### config.mk
export PLATFORM = sky130hd
export DESIGN_NAME = lb2spi_master
export DESIGN_NICKNAME = d
export VERILOG_FILES = /design/src/rtl/lb2spi_master.sv
export SDC_FILE = /design/constraint.sdc
export NUM_CORES = 1
export LEC_CHECK = 0
export CORE_UTILIZATION = 55
export CTS_BUF_LIST = sky130_fd_sc_hd__clkbuf_4 sky130_fd_sc_hd__clkbuf_8
export DETAILED_ROUTE_END_ITERATION = 6
export GPL_TIMING_DRIVEN = 0
export PLACE_DENSITY = 0.79
export SYNTH_ARGS = -nofsm -noshare
export SYNTH_HDL_FRONTEND = slang
export SYNTH_SLANG_ARGS = --single-unit
### constraint.sdc
create_clock -name clk -period 2.94 [get_ports clk]
set_input_delay 0.294 -clock clk [delete_from_list [all_inputs] [get_ports clk]]
set_output_delay 0.294 -clock clk [all_outputs]
set_load 0.01 [all_outputs]
### src/rtl/lb2spi_master.sv
// SPI mode-0 master producing {addr, control byte, data} frames for spi2lb_bridge.
// Optional macro LB2SPI_CS_GAP_EN stretches the inter-frame CS-high gap to CS_GAP cycles.
module lb2spi_master #(
   parameter int unsigned ADDR_W  = 8,
   parameter int unsigned DATA_W  = 8,
   parameter int unsigned STRB_W  = DATA_W / 8,
   parameter int unsigned CLK_DIV = 8,
   parameter int unsigned CS_GAP  = 16
) (
   input  logic              clk,
   input  logic              rst,
   input  logic              cmd_valid,
   output logic              cmd_ready,
   input  logic              cmd_wr,
   input  logic [ADDR_W-1:0] cmd_addr,
   input  logic [DATA_W-1:0] cmd_wdata,
   input  logic [STRB_W-1:0] cmd_wstrb,
   output logic              rsp_valid,
   output logic [DATA_W-1:0] rsp_rdata,
   output logic              busy,
   output logic              spi_sck,
   output logic              spi_cs_n,
   output logic              spi_mosi,
   input  logic              spi_miso
);

   localparam int unsigned N = ADDR_W + 8 + DATA_W;
`ifdef LB2SPI_CS_GAP_EN
   localparam int unsigned GAP_LEN = (CS_GAP > 2 * CLK_DIV) ? CS_GAP : 2 * CLK_DIV;
`else
   localparam int unsigned GAP_LEN = 2 * CLK_DIV + 0 * CS_GAP;
`endif
   localparam int unsigned CNT_W = $clog2(GAP_LEN + CLK_DIV) + 1;
   localparam int unsigned BIT_W = $clog2(N) + 1;

   typedef enum logic [2:0] {IDLE, SETUP, SHIFT, HOLD, GAP} state_t;

   state_t             state, state_nx;
   logic [CNT_W-1:0]   cnt, cnt_nx;
   logic [BIT_W-1:0]   bit_cnt, bit_cnt_nx;
   logic [N-1:0]       shreg, shreg_nx;
   logic [DATA_W-1:0]  rd_shift, rd_shift_nx;
   logic [DATA_W-1:0]  rsp_rdata_nx;
   logic               sck_nx, rsp_valid_nx;
   logic               is_rd, is_rd_nx;
   logic               miso_s1, miso_s2;
   logic [7:0]         ctrl;

   always_ff @(posedge clk or posedge rst) begin
      if (rst) begin
         state     <= IDLE;
         cnt       <= '0;
         bit_cnt   <= '0;
         shreg     <= '0;
         rd_shift  <= '0;
         rsp_rdata <= '0;
         rsp_valid <= 1'b0;
         spi_sck   <= 1'b0;
         is_rd     <= 1'b0;
         miso_s1   <= 1'b0;
         miso_s2   <= 1'b0;
      end else begin
         state     <= state_nx;
         cnt       <= cnt_nx;
         bit_cnt   <= bit_cnt_nx;
         shreg     <= shreg_nx;
         rd_shift  <= rd_shift_nx;
         rsp_rdata <= rsp_rdata_nx;
         rsp_valid <= rsp_valid_nx;
         spi_sck   <= sck_nx;
         is_rd     <= is_rd_nx;
         miso_s1   <= spi_miso;
         miso_s2   <= miso_s1;
      end
   end

   always_comb begin
      state_nx     = state;
      cnt_nx       = cnt;
      bit_cnt_nx   = bit_cnt;
      shreg_nx     = shreg;
      rd_shift_nx  = rd_shift;
      rsp_rdata_nx = rsp_rdata;
      rsp_valid_nx = 1'b0;
      sck_nx       = spi_sck;
      is_rd_nx     = is_rd;
      ctrl         = '0;
      ctrl[7]      = cmd_wr;
      if (cmd_wr)
         ctrl[STRB_W-1:0] = cmd_wstrb;

      case (state)
         IDLE: begin
            if (cmd_valid) begin
               shreg_nx   = {cmd_addr, ctrl, (cmd_wr ? cmd_wdata : DATA_W'(0))};
               is_rd_nx   = ~cmd_wr;
               cnt_nx     = CNT_W'(CLK_DIV - 1);
               bit_cnt_nx = BIT_W'(N - 1);
               state_nx   = SETUP;
            end
         end
         SETUP: begin
            if (cnt == '0) begin
               sck_nx   = 1'b1;
               cnt_nx   = CNT_W'(CLK_DIV - 1);
               state_nx = SHIFT;
            end else begin
               cnt_nx = cnt - 1'b1;
            end
         end
         SHIFT: begin
            if (cnt != '0) begin
               cnt_nx = cnt - 1'b1;
            end else begin
               cnt_nx = CNT_W'(CLK_DIV - 1);
               if (spi_sck) begin
                  sck_nx   = 1'b0;
                  shreg_nx = shreg << 1;
               end else if (bit_cnt == '0) begin
                  state_nx = HOLD;
               end else begin
                  // rising edge of bit (bit_cnt-1); data-phase bits are DATA_W-1..0
                  bit_cnt_nx = bit_cnt - 1'b1;
                  sck_nx     = 1'b1;
                  if (is_rd && (bit_cnt <= BIT_W'(DATA_W)))
                     rd_shift_nx = (rd_shift << 1) | DATA_W'(miso_s2);
               end
            end
         end
         HOLD: begin
            if (cnt == '0) begin
               rsp_valid_nx = 1'b1;
               if (is_rd)
                  rsp_rdata_nx = rd_shift;
               // IDLE supplies the final CS-high cycle of the gap
               cnt_nx   = CNT_W'(GAP_LEN - 2);
               state_nx = GAP;
            end else begin
               cnt_nx = cnt - 1'b1;
            end
         end
         GAP: begin
            if (cnt == '0)
               state_nx = IDLE;
            else
               cnt_nx = cnt - 1'b1;
         end
         default: state_nx = IDLE;
      endcase
   end

   assign cmd_ready = (state == IDLE);
   assign busy      = (state != IDLE);
   assign spi_cs_n  = ~((state == SETUP) || (state == SHIFT) || (state == HOLD));
   assign spi_mosi  = ((state == SETUP) || (state == SHIFT)) & shreg[N-1];

endmodule

==> metrics.txt <==
post-route antenna net violation count=0; starting utilization of the core area=0.585; Detailed Place HPWL=4220 um; clock network latency to the later pin of the worst-skew pair=between 0.3 and 0.4 ns; Post-CTS Repair Setup Buffers=0; core region area=about 0.0052 mm^2; power per unit of standard cell area=766 mW/mm^2; largest fanout on the critical path=10; Nets=between 300 and 400; pin count of the biggest net entering global routing=36; number of enable flip-flop cells after synthesis=0; sequential cell area fraction in the yosys report=0.493; crit path kind=reg -> out; Die Span X=76.4 um; Final GP Congestion=~0.93; Synth async-reset ratio=1.00; number of hold-slack violations in the final timing report=0; number of synthesis warnings=0; summed instance area of the synthesized netlist=0.00304 mm^2; GR Util All Layers=0.233; Distinct cells, synth=58; antenna diode count=0; RSZ-0062 raised after global routing=false; TritonCTS clock tree=done; vias in the first global route=around 2200; global-route wire length before repair=10400 um; Post-CTS Resized=0; commonest non-fill, non-tap cell in the layout=dfrtp_1; final sum of negative setup slack=0 ns; slowest stage cell on the critical path=clkdlybuf4s50_1; ratio of cells with drive above 1 in the final layout=0.239; number of vias after detailed routing=2183; worst clock skew=0.00811 ns; DIE HEIGHT=76.4 um; worst slew margin relative to its limit=0.535; max-cap violation count=0; Cells after Synth=260; most used cells in the layout excluding fill and tap cells=dfrtp_1, clkdlybuf4s50_1, mux2_2, a22o_1; antenna violations before repair=0; drt drc=0; Worst path most repeated cell=clkbuf_1; std cell rows=26; remaining global-route overflow=0; count of fill cells added during filler insertion=about 400; Tightest Hold Check Type=in -> async; number of storage elements in the synthesis netlist=60; Hold-fix buffers, CTS=0; clock root buffer master=clkbuf_8; number of CTS-inserted buffers=9; delay of the slowest cell on the worst path=0.53 ns; Crit path arrival time=between 2 and 3 ns; Highest Clock Rate=roughly 360 MHz; Period minus WS final=approximately 2.8 ns; number of sinks handled by clock tree synthesis=60; run status=completed; iteration count of the initial detailed-routing pass=4; Post-Synthesis Net Count=285; Required @ worst endpoint=2.65 ns; number of levels in the clock H-tree=3; input/output buffers=35; startpoint types=register; leakage power=1.64 nW; area growth from synthesis to layout=21.4%; number of endpoints failing setup at the final stage=0; Final Power=2.83 mW; post-route clock period utilization=0.949; clock input transition at the sequential cells of the worst setup and hold paths=approximately 0.07 ns; actual transition at the worst max-transition pin=0.692 ns; starting DRC count in detailed routing=roughly 150; top_reg_cell synth=dfrtp_1; Final Routed Wirelength=6010 um; Synth Area per Inst=11.7 um^2; CP Capture Type=output pin; wire per inst=15.8 um; Max IR drop VDD=500 uV; Via-to-Cell Ratio=5.74; maximum count of clock buffers along a single path=2; final-report max-slew violation count=0; floorplan die area=0.00584 mm^2; top-level port count=36; crit path cell chain=clkbuf_1, clkbuf_1, xor2_1, and3_1, clkdlybuf4s50_1
==> worst paths after layout <==
| path | startpoint | endpoint | depth (start not counted) | slack, ns |
|---|---|---|---|---|
| hold reg to reg | miso_s1$_DFF_PP0_ | miso_s2$_DFF_PP0_ | 0 | 0.36 |
| setup / recovery | state[1]$_DFFE_PP0P_ | spi_mosi | 5 | 0.15 |
| min in group clk | miso_s1$_DFF_PP0_ | miso_s2$_DFF_PP0_ | 0 | 0.36 |
| max in group asynchronous | rst | rsp_valid$_DFF_PP0_ | 3 | 2.03 |
| hold / removal | rst | shreg[5]$_DFFE_PP0P_ | 2 | 0.33 |
| setup reg to reg | cnt[0]$_DFFE_PP0P_ | rsp_rdata[5]$_DFFE_PP0P_ | 8 | 0.45 |
==> through the flow <==
| stage | std cells | setup slack (ns) | area (um^2) | utilization | hold WS, ns |
|---|---|---|---|---|---|
| 2_1_floorplan | 260 | 0.736 | 3040 | - | 0.325 |
| 3_3_place_gp | 365 | 0.101 | 3480 | 0.669 | 0.335 |
| 3_5_place_dp | 366 | 0.477 | 3500 | 0.673 | 0.339 |
| 4_1_cts | 380 | 0.172 | 3700 | 0.710 | 0.349 |
| 5_1_grt | 380 | 0.0344 | 3700 | 0.710 | 0.366 |
| 6_report | 380 | 0.150 | 3700 | 0.710 | 0.328 |
==> per-layer routing <==
layer	up-vias	part of all wire	routed length (um)	track usage
met3	15	0.045	269	0.0647
met1	1061	0.48	2900	0.315
met4	0	0.020	122	0.112
met5	-	0	0	0
met2	54	0.45	2720	0.346
li1	1053	-	-	-
==> synthesized netlist by cell type, drive strengths merged, types with 4 or more instances <==
cell type | number | area share
a21oi | 7 | 0.012
a22o | 14 | 0.040
buf | 7 | 0.019
clkbuf | 6 | 0.0074
dfrtp | 60 | 0.49
inv | 13 | 0.016
mux2 | 40 | 0.16
nand2 | 11 | 0.014
nand3 | 5 | 0.0082
nor2 | 12 | 0.016
nor3 | 7 | 0.013
o21a | 4 | 0.0099
o21ai | 13 | 0.021
or3 | 8 | 0.016
==> critical path, delay by kind of cell, from the launching register on <==
| kind | cells | cell delay (ns) |
|---|---|---|
| XOR/XNOR | 1 | 0.18 |
| AND/OR/NAND/NOR | 1 | 0.18 |
| buffers and inverters | 3 | 1.34 |
| flip-flops | 1 | 0.44 |
==> where the power goes <==
part / internal (mW) / switching, mW
registers: 1.02 / 0.153
clock network: 0.436 / 0.309
logic: 0.456 / 0.458
==> state kept, by name, indices dropped and copies added, names as in the netlist, 3 cells and up <==
signal     cells
bit_cnt        6
cnt            6
rd_shift       8
rsp_rdata      8
shreg         24
state          3
==> area by class of cell <==
cell class	instances	area, um^2	share of cell area
Buffer	13	80.1	0.0217
Clock buffer	12	159	0.0430
Clock inverter	2	35.0	0.00948
Inverter	14	52.6	0.0142
Multi-Input combinational cell	173	1410	0.382
Sequential cell	60	1500	0.406
Tap cell	70	87.6	0.0237
Timing Repair Buffer	36	370	0.100
==> kinds of logic after synthesis <==
logic type,count (synthesis),synth area share
fa+ha+maj,4,0.0156
flops,60,0.493
simple gates,62,0.123
buf+inv,27,0.0436
mux,43,0.168
xor+xnor,2,0.00576
compound gates,62,0.151
(Power assumes the default switching activity.)
